`config.mk`:
```
export PLATFORM = sky130hd
export DESIGN_NAME = serial_subtractor
export DESIGN_NICKNAME = d
export VERILOG_FILES = /design/src/rtl/serial_subtractor_pkg.sv /design/src/rtl/fs_bit.sv /design/src/rtl/serial_subtractor.sv
export SDC_FILE = /design/constraint.sdc
export NUM_CORES = 1
export LEC_CHECK = 0
export ABC_CLOCK_PERIOD_IN_PS = 3890
export CORE_MARGIN = 2
export CORE_UTILIZATION = 55
export CTS_CLUSTER_SIZE = 40
export DETAILED_ROUTE_END_ITERATION = 7
export GPL_TIMING_DRIVEN = 0
export PLACE_DENSITY = 0.83
export SLEW_MARGIN = 20
export SYNTH_ARGS = -nofsm -noshare
export SYNTH_HDL_FRONTEND = slang
export SYNTH_SLANG_ARGS = --single-unit
```
`constraint.sdc`:
```
create_clock -name clk -period 3.89 [get_ports clk]
set_input_delay 0.778 -clock clk [delete_from_list [all_inputs] [get_ports clk]]
set_output_delay 0.778 -clock clk [all_outputs]
set_load 0.05 [all_outputs]
```
`src/rtl/serial_subtractor_pkg.sv`:
```
// Shared state encodings, width defaults and helper functions for the
// bit-serial subtractor and its one-bit full-subtractor cell.
package serial_subtractor_pkg;

  typedef enum logic [1:0] {
    ST_IDLE = 2'd0,
    ST_RUN  = 2'd1,
    ST_DONE = 2'd2
  } state_e;

  localparam int SUB_W_DEFAULT = 8;

  typedef struct packed {
    logic d;
    logic b;
  } hs_t;

  function automatic int clog2(input int value);
    int result;
    result = 0;
    while ((32'sd1 <<< result) < value) begin
      result = result + 1;
    end
    return result;
  endfunction

  // Half-subtractor cell: x - y with no borrow-in.
  function automatic hs_t hs(input logic x, input logic y);
    hs_t r;
    r.d = x ^ y;
    r.b = ~x & y;
    return r;
  endfunction

endpackage

```
`src/rtl/fs_bit.sv`:
```
// Combinational one-bit full subtractor (x - y - bin) built from two
// half-subtractor cells; the two partial borrows can never both be set.
module fs_bit
  import serial_subtractor_pkg::*;
(
  input  logic x,
  input  logic y,
  input  logic bin,
  output logic d,
  output logic bout
);

  hs_t hs1_s;
  hs_t hs2_s;

  assign hs1_s = hs(x, y);
  assign hs2_s = hs(hs1_s.d, bin);
  assign d     = hs2_s.d;
  assign bout  = hs1_s.b | hs2_s.b;

endmodule

```
`src/rtl/serial_subtractor.sv`:
```
// Bit-serial W-bit subtractor: a - b processed LSB first, one bit per clock,
// with a start/busy/done handshake and results held until the next completion.
module serial_subtractor
  import serial_subtractor_pkg::*;
#(
  parameter int W = SUB_W_DEFAULT
) (
  input  logic         clk,
  input  logic         rst,
  input  logic         start,
  input  logic [W-1:0] a,
  input  logic [W-1:0] b,
  output logic         busy,
  output logic         done,
  output logic [W-1:0] diff,
  output logic         borrow
);

  localparam int CW = (clog2(W + 1) > 1) ? clog2(W + 1) : 1;
  localparam logic [CW-1:0] CNT_LAST = CW'(W - 1);
  localparam logic [CW-1:0] CNT_ONE  = CW'(1);

  state_e        state_q, state_d;
  logic [W-1:0]  sa_q, sa_d;
  logic [W-1:0]  sb_q, sb_d;
  logic [W-1:0]  acc_q, acc_d;
  logic [W-1:0]  diff_q, diff_d;
  logic [CW-1:0] cnt_q, cnt_d;
  logic          br_q, br_d;
  logic          borrow_q, borrow_d;
  logic          busy_q, busy_d;
  logic          done_q, done_d;

  logic          d_s;
  logic          bo_s;
  logic [W-1:0]  acc_shift_s;

  fs_bit u_fs_bit (
    .x    (sa_q[0]),
    .y    (sb_q[0]),
    .bin  (br_q),
    .d    (d_s),
    .bout (bo_s)
  );

  // New difference bits enter at the MSB so the LSB-first stream lands in place.
  generate
    if (W == 1) begin : g_acc_w1
      assign acc_shift_s = d_s;
    end else begin : g_acc_wn
      assign acc_shift_s = {d_s, acc_q[W-1:1]};
    end
  endgenerate

  // Next-state and datapath update for the IDLE/RUN/DONE sequencer.
  always_comb begin
    state_d  = state_q;
    sa_d     = sa_q;
    sb_d     = sb_q;
    acc_d    = acc_q;
    diff_d   = diff_q;
    cnt_d    = cnt_q;
    br_d     = br_q;
    borrow_d = borrow_q;
    case (state_q)
      ST_IDLE: begin
        if (start) begin
          state_d = ST_RUN;
          sa_d    = a;
          sb_d    = b;
          br_d    = 1'b0;
          cnt_d   = {CW{1'b0}};
          acc_d   = {W{1'b0}};
        end else begin
          state_d = ST_IDLE;
        end
      end
      ST_RUN: begin
        sa_d  = sa_q >> 1'b1;
        sb_d  = sb_q >> 1'b1;
        acc_d = acc_shift_s;
        br_d  = bo_s;
        cnt_d = cnt_q + CNT_ONE;
        if (cnt_q == CNT_LAST) begin
          state_d  = ST_DONE;
          diff_d   = acc_shift_s;
          borrow_d = bo_s;
        end else begin
          state_d = ST_RUN;
        end
      end
      ST_DONE: begin
        state_d = ST_IDLE;
      end
      default: begin
        state_d = ST_IDLE;
      end
    endcase
    busy_d = (state_d == ST_RUN);
    done_d = (state_d == ST_DONE);
  end

  // State, datapath and output registers; reset abandons any operation in flight.
  always_ff @(posedge clk or posedge rst) begin
    if (rst) begin
      state_q  <= ST_IDLE;
      sa_q     <= {W{1'b0}};
      sb_q     <= {W{1'b0}};
      acc_q    <= {W{1'b0}};
      diff_q   <= {W{1'b0}};
      cnt_q    <= {CW{1'b0}};
      br_q     <= 1'b0;
      borrow_q <= 1'b0;
      busy_q   <= 1'b0;
      done_q   <= 1'b0;
    end else begin
      state_q  <= state_d;
      sa_q     <= sa_d;
      sb_q     <= sb_d;
      acc_q    <= acc_d;
      diff_q   <= diff_d;
      cnt_q    <= cnt_d;
      br_q     <= br_d;
      borrow_q <= borrow_d;
      busy_q   <= busy_d;
      done_q   <= done_d;
    end
  end

  assign busy   = busy_q;
  assign done   = done_q;
  assign diff   = diff_q;
  assign borrow = borrow_q;

endmodule

```
# ---- Word level (Yosys, flattened, before mapping)
# Index checks and enable logic that the tools add are counted.
dict set report classes {
  add_sub_neg 1
  n_eq_ne 5
  n_mux 13
  bitwise_logic 7
  n_reduce_logical 4
}
# operator count
set ops {}
lappend ops {{$pmux W8 S2} 3}
lappend ops {{$mux W8} 3}
lappend ops {{$pmux W4 S2} 1}
lappend ops {{$add A4 B1 Y4 const B} 1}
lappend ops {{$eq A2 B1 Y1 const B} 2}
lappend ops {{$eq A4 B3 Y1 const B} 1}
lappend ops {{$mux W4} 1}
lappend ops {{$pmux W2 S2} 1}
lappend ops {{$reduce_and A2 Y1} 2}
lappend ops {{$and A1 B1 Y1} 2}
lappend ops {{$eq A2 B2 Y1 const B} 1}
lappend ops {{$logic_not A2 Y1} 1}
lappend ops {{$mux W1} 2}
lappend ops {{$mux W2} 1}
lappend ops {{$ne A2 B2 Y1 const B} 1}
lappend ops {{$not A1 Y1} 2}
lappend ops {{$pmux W1 S2} 1}
lappend ops {{$reduce_bool A2 Y1} 1}
lappend ops {{$xor A1 B1 Y1} 2}
lappend ops {{$or A1 B1 Y1} 1}
dict set report totals {
  reg_bits 42
  in_bits 19
  output_inout_bits 11
}

# ---- Depth between registers and ports, before layout
# Gate-level depths: netlist of run 1.
dict set report depth {
  ltp_word 5
  mapped_depth 5
}

# ---- Hierarchy
# A second synthesis of run 1 with hierarchy kept.
dict set report unflattened {
  hier_cells 151
  hier_area_um2 1744.2
}
# module instances cells_per_inst area_per_inst_um2 seq_area_each_um2
set by_module_without_submodules {}
lappend by_module_without_submodules {serial_subtractor 1 147 1712.9 1026.0}
lappend by_module_without_submodules {fs_bit 1 4 31.3 0.0}

# ---- Worst setup path before layout of run 1
# OpenSTA, ideal clock, no wires.
dict set report synth_path {
  kind {input -> register}
  from {input start}
  to {register acc_q[7]}
  setup_time_ns 0.066
  arrival_ns 1.538
  required_time_ns 3.824
  slack_ns 2.285
  cell_stages 3
  path_buffers 1
  cell_sequence {o21bai_1 > buf_2 > a22o_1}
}
dict set report synth_between {
  elab_chain_len 2
}
# item line_no
set synth_lines {}
lappend synth_lines {{start, declared} serial_subtractor.sv:10} ;# input logic start,
lappend synth_lines {{$ne A2 B2 Y1 (no source line)} --}
lappend synth_lines {{$reduce_and A2 Y1 (no source line)} --}
lappend synth_lines {{end signal, assigned} serial_subtractor.sv:109} ;# acc_q <= {W{1'b0}};
lappend synth_lines {{end, declared} serial_subtractor.sv:26} ;# logic [W-1:0] acc_q, acc_d;
# No other way between the ends.
# A chain may end at the register's enable or synchronous reset.

# ---- Worst setup path after layout of run 1
dict set report layout_path {
  from {register borrow_q, in the netlist borrow}
  to {output borrow}
}
# item line_no
set layout_rtl {}
lappend layout_rtl {{start, declared} serial_subtractor.sv:30} ;# logic borrow_q, borrow_d;
lappend layout_rtl {{start signal, assigned} serial_subtractor.sv:124} ;# borrow_q <= borrow_d;
lappend layout_rtl {{end, declared} serial_subtractor.sv:16} ;# output logic borrow
# No word-level cell between the ends.

==> impl_metrics.toml, run 1 <==
[sta]
fin_tns_setup_ns = 0
fmax_mhz = 435
slew_violations = 0
worst_slew_margin_rel_pct = 57.3
fin_crit_sh_pct = 59.0
worst_pin_slew_ns = 0.639
rsz0062_at_grt = "false"
period_minus_slack_ns = 2.30
skew_ns = 0.0114
hold_violations = 0
setup_violations = 0

[global_routing]
first_global_vias = 1281
antenna_found_initial = 0
grt_usage_pct = 21.6
grt_max_degree = 31
grt_remaining_overflow = 0
grt_first_pass_wirelength_mm = 5.65

[power]
power_frac_seq_pct = 40.9
p_sw_uw = 690
clockPowerShare_pct = 16.2
leakage_nw = 0.921
power.density_nw_per_um2 = 825
swShare_pct = 39.3
power_mw = 1.76
p_int_mw = 1.07
p_comb_share_pct = 42.9
vdd_drop_max_uv = 379

[critical_path]
path_buf_inv = 1
critical_path_required_ns = 3.11
critPathMaxStageDelay_ns = 0.81
end_kind = "output pin"
critPathArrivalTime_ns = 1.52
path_delay_family = "buffers and inverters"
cp_num_cells = 1
critical_path_class = "reg -> out"
crit_slowest_cell = "clkdlybuf4s50_1"
worst-path-max-fanout = 2
worstRegToRegCells = 4
start_kind = "register"
cp_cell_sequence = "clkdlybuf4s50_1"

[route]
postRouteWirelength_mm = 3.21
wire_per_inst_um = 14.8
drt-pass1-iter-count = 4
ant_nets = 0
route.vias.total = 1232
drc = 0
drt_iter0_drc = 41
via_per_inst = 5.68

[clock_tree]
clk_pin_slew_ns = 0.11
holdBufCountCts = 0
cts_setup_buffers = 0
tritoncts = "built"
h-tree-depth = 2
cts_resized = 0
cts_sinks = 41
cts_root_buffer = "clkbuf_4"
cts_buffers = 5
cts_max_path_buffers = 2
insertion_delay_ns = 0.34

[die]
die_y_um = 59.5
rows = 20
ios = 30
dieWidth_um = 59.5
core_um2 = 2980
start_util_pct = 56.8
floorplan.die_area_um2 = 3540

[logic_synthesis]
synth_seq_cells = 41
ys_top_cells_by_area = "dfrtp_1 (61%), a22oi_1 (6.2%), mux2_2 (6.0%), o21ai_0 (5.3%), a22o_1 (4.7%)"
netlist-cell-type-count = 21
async_flop_share_pct = 100
synth_top_area_share_pct = 60.7
yosysSeqAreaShare_pct = 60.7
synth_edf_count = 0
syn_area_per_cell_um2 = 11.6
synthFlopType = "dfrtp_1"
synth_nets = 167
yosysTopAreaCell = "dfrtp_1"
synth.yosys.warnings = 0
syn-cell-area_um2 = 1690
synthCells = 146

[place]
gp_congestion = 0.801
dp.cells = 209
place.port_buffers = 29
dp_hpwl_mm = 2.36

[run_status]
status = "finished, final reports clean"

[cells_and_area]
fillCellCount = 217
fin_cells = 217
drive_above_1_share_pct = 12.0
area_growth_syn_to_layout_pct = 25.8
nets = 204
diodes = 0

[min_path]
hold_path_depth = 2
hold_class = "reg -> reg"

[flow_run]
max_cap_viol_count = 0
final cells by class:
cell class | instances | area [um^2] | share of cell area [%]
clock inverter | 1 | 30.0 | 1.41
timing repair buffer | 30 | 310 | 14.6
inverter | 4 | 15.0 | 0.705
buffer | 8 | 32.5 | 1.53
tap | 33 | 41.3 | 1.94
sequential | 41 | 1030 | 48.2
multi-input combinational | 93 | 618 | 29.0
clock buffer | 7 | 55.1 | 2.59
cell families (layout without fill, tap and decap cells):
family	Yosys count	count (layout)	synth area share, %
multiplexers	10	10	6.58
AO/OA/AOI/OAI	47	47	18.1
AND/OR/NAND/NOR	34	34	9.91
flip-flops	41	41	60.7
buffers and inverters	12	50	2.81
adder cells (fa/ha/maj)	2	2	1.92
routing by layer:
layer,part of all wire [%],track usage (%),wire [um]
met1,42,25.5,1350
met2,51,37.8,1620
met3,5.5,5.90,176
met4,1.8,7.14,57
met5,0,0,0
worst paths after layout:
kind | startpoint | to | slack, ns
max | borrow | borrow | 1.59
min | br_q | br_q | 0.49
max reg2reg | cnt_q[1] | diff[1] | 2.22
min reg2reg | br_q | br_q | 0.49
max in group asynchronous | rst | cnt_q[0] | 2.78
min in group asynchronous | rst | diff[4] | 0.67
synthesized netlist by cell type (2+ instances only):
| master | n |
|---|---|
| mux2_2 | 9 |
| a22o_1 | 9 |
| a21oi_1 | 5 |
| dfrtp_1 | 41 |
| nand3_1 | 3 |
| nor2_1 | 2 |
| nand2_1 | 19 |
| buf_2 | 2 |
| inv_1 | 4 |
| nor2b_1 | 6 |
| clkbuf_1 | 6 |
| o21ai_0 | 18 |
| a22oi_1 | 14 |
state kept, by name (all words and copies together) (netlist names):
| name | cells |
|---|---|
| acc_q | 7 |
| borrow | 1 |
| br_q | 1 |
| busy | 1 |
| cnt_q | 4 |
| diff | 8 |
| done | 1 |
| sa_q | 8 |
| sb_q | 8 |
| state_q | 2 |
metrics by stage:
step / setup WS [ns] / util (%) / area (um^2) / hold WS [ns]
after floorplan: 2.17 / - / 1690 / 0.450
after global placement: 1.39 / 67.9 / 2020 / 0.467
after detailed placement: 1.46 / 68.6 / 2040 / 0.472
after CTS: 1.56 / 71.5 / 2130 / 0.499
after global routing: 1.53 / 71.5 / 2130 / 0.539
final: 1.59 / 71.5 / 2130 / 0.492
placed cells by master, fill, tap and decap left out, drive strengths merged, types with 4 or more instances in the layout:
cell type	synthesis	layout
mux2	9	9
nor2b	6	6
a22o	9	9
inv	4	4
nand2	19	19
clkbuf	6	13
a22oi	14	14
clkdlybuf4s50	0	29
a21oi	5	5
o21ai	18	18
dfrtp	41	41
power groups by stage:
stage	sequential [mW]	combinational [mW]	clock (mW)
final	0.719	0.754	0.284
after global routing	0.746	0.833	0.311
after CTS	0.720	0.763	0.292
after detailed placement	0.730	0.761	0
after global placement	0.716	0.727	0
after floorplan	0.862	0.387	0
(Power assumes the default switching activity.)
==> inputs of run 2 (changes only) <==
ABC_CLOCK_PERIOD_IN_PS = 1900   (was 3890)
CORE_UTILIZATION = 46   (was 55)
PLACE_DENSITY = 0.74   (was 0.83)
clock period = 1.9 ns   (was 3.89 ns; I/O delays follow)
==> run 2 against run 1 <==
Compared with the run above: first-iteration DRC count up 100%; critical path depth is the same; via count rose by 0.16%; wire length up 5.1%; flip-flop and latch count stayed put; register-to-register slack worse by 2.0 ns; total power is 120% higher; non-clock buffer count unchanged; sequential share of layout area is 1.7 points lower; global-route usage shrank 2.9 points; combinational power grew 110%; utilization fell by 10 points; highest routed layer unchanged.
==> impl_metrics.toml, run 2 (synthesis gave the netlist of run 1 again) <==
[sta]
fmax_mhz = 550
hold_violations = 0
slew_violations = 0
fin_tns_setup_ns = 0
skew_ns = 0.00750
rsz0062_at_grt = "false"
fin_crit_sh_pct = 95.7
setup_violations = 0
setup_ws_ns = 0.0820
worst_slew_margin_rel_pct = 62.5
worst_pin_slew_ns = 0.560
period_minus_slack_ns = 1.82

[die]
ios = 30
start_util_pct = 46.9
rows = 22
dieWidth_um = 64.6
core_um2 = 3610
die_y_um = 64.6
floorplan.die_area_um2 = 4180

[critical_path]
crit_slowest_cell = "clkdlybuf4s50_1"
critPathArrivalTime_ns = 1.44
critical_path_class = "reg -> out"
critPathMaxStageDelay_ns = 0.80
end_kind = "output pin"
worst-path-max-fanout = 2
start_kind = "register"
path_delay_family = "buffers and inverters"
crit_start = "diff[0]"
critical_path_required_ns = 1.52
cp_cell_sequence = "clkdlybuf4s50_1"
timing.rr.start = "cnt_q[0]"
path_buf_inv = 1

[clock_tree]
clk_pin_slew_ns = 0.08
h-tree-depth = 2
holdBufCountCts = 0
insertion_delay_ns = 0.30
cts_root_buffer = "clkbuf_8"
cts_max_path_buffers = 2
tritoncts = "built"
cts_sinks = 41
cts_buffers = 5

[power]
p_int_mw = 2.40
p_sw_mw = 1.46
power.density_nw_per_um2 = 1750
p_comb_share_pct = 40.6
power_frac_seq_pct = 38.2
leakage_nw = 0.955
vdd_drop_max_uv = 692
clockPowerShare_pct = 21.1
power_mw = 3.86
swShare_pct = 37.8

[flow_run]
max_cap_viol_count = 0

[cells_and_area]
design_area_um2 = 2210
diodes = 0
area_growth_syn_to_layout_pct = 30.5
final_common_cell = "dfrtp_1"
finalCoreUtilization_pct = 61.2
drive_above_1_share_pct = 13.6
final_cell_mix = "dfrtp_1 (41), clkdlybuf4s50_1 (29), nand2_1 (19), o21ai_0 (18), a22oi_1 (14)"
nets = 204
fillCellCount = 306

[route]
drc = 0
m1WireLength_mm = 1.35
postRouteWirelength_mm = 3.37
wire_per_inst_um = 14.5
wl_met2_mm = 1.82
drt_iter0_drc = 82
via_per_inst = 5.32
routed.top_layer = "met4"
met3WireLength_um = 141
ant_nets = 0
drt-pass1-iter-count = 4
route.vias.total = 1234

[global_routing]
grt_usage_pct = 18.8
antenna_found_initial = 0
grt_first_pass_wirelength_mm = 5.89
grt_remaining_overflow = 0
first_global_vias = 1299
grt_max_degree = 23

[place]
gp_congestion = 0.738
dpl_cell_area_um2 = 2070
dp_slack_ns = -0.210
dp_hpwl_mm = 2.45
place.port_buffers = 29

[min_path]
hold_class = "in -> async"

[run_status]
status = "finished, final reports clean"
run 2: metal layers:
metal  track usage, %  up-vias
met4             7.98        0
li1                 -      593
met1             20.7      611
met5                0        -
met2             33.7       26
met3             5.21        4
run 2: cell type report:
type                       count  area [um^2]  area share, %
buffer                         8         33.8           1.53
clock buffer                   5         68.8           3.12
clock inverter                 3         65.1           2.95
inverter                       4         15.0          0.680
multi-input combinational     93          622           28.2
sequential                    41         1030           46.5
tap                           48         60.1           2.72
timing repair buffer          30          318           14.4
run 2: power groups by stage:
stage / clock [mW] / combinational, mW / sequential [mW]
2_1_floorplan: 0 / 0.792 / 1.76
3_3_place_gp: 0 / 1.51 / 1.46
3_5_place_dp: 0 / 1.58 / 1.49
4_1_cts: 0.830 / 1.58 / 1.48
5_1_grt: 0.881 / 1.72 / 1.53
6_report: 0.815 / 1.57 / 1.48
run 2: repair_timing:
action,CTS,global route
buffers inserted,0,0
resized for setup,0,3
setup endpoints to repair,0,5
run 2: final timing paths:
check	end	slack (ns)	depth (start not counted)
max reg2reg	diff[6]	0.21	4
max	diff[0]	0.08	1
min in group clk	sa_q[5]	0.49	2
max in group asynchronous	sa_q[0]	1.03	3
min	diff[0]	0.41	2
min reg2reg	sa_q[5]	0.49	2
run 2: per-stage QoR:
stage	std cells	hold slack (ns)
2_1_floorplan	146	0.450
3_3_place_gp	223	0.462
3_5_place_dp	224	0.476
4_1_cts	232	0.425
5_1_grt	232	0.447
6_report	232	0.413
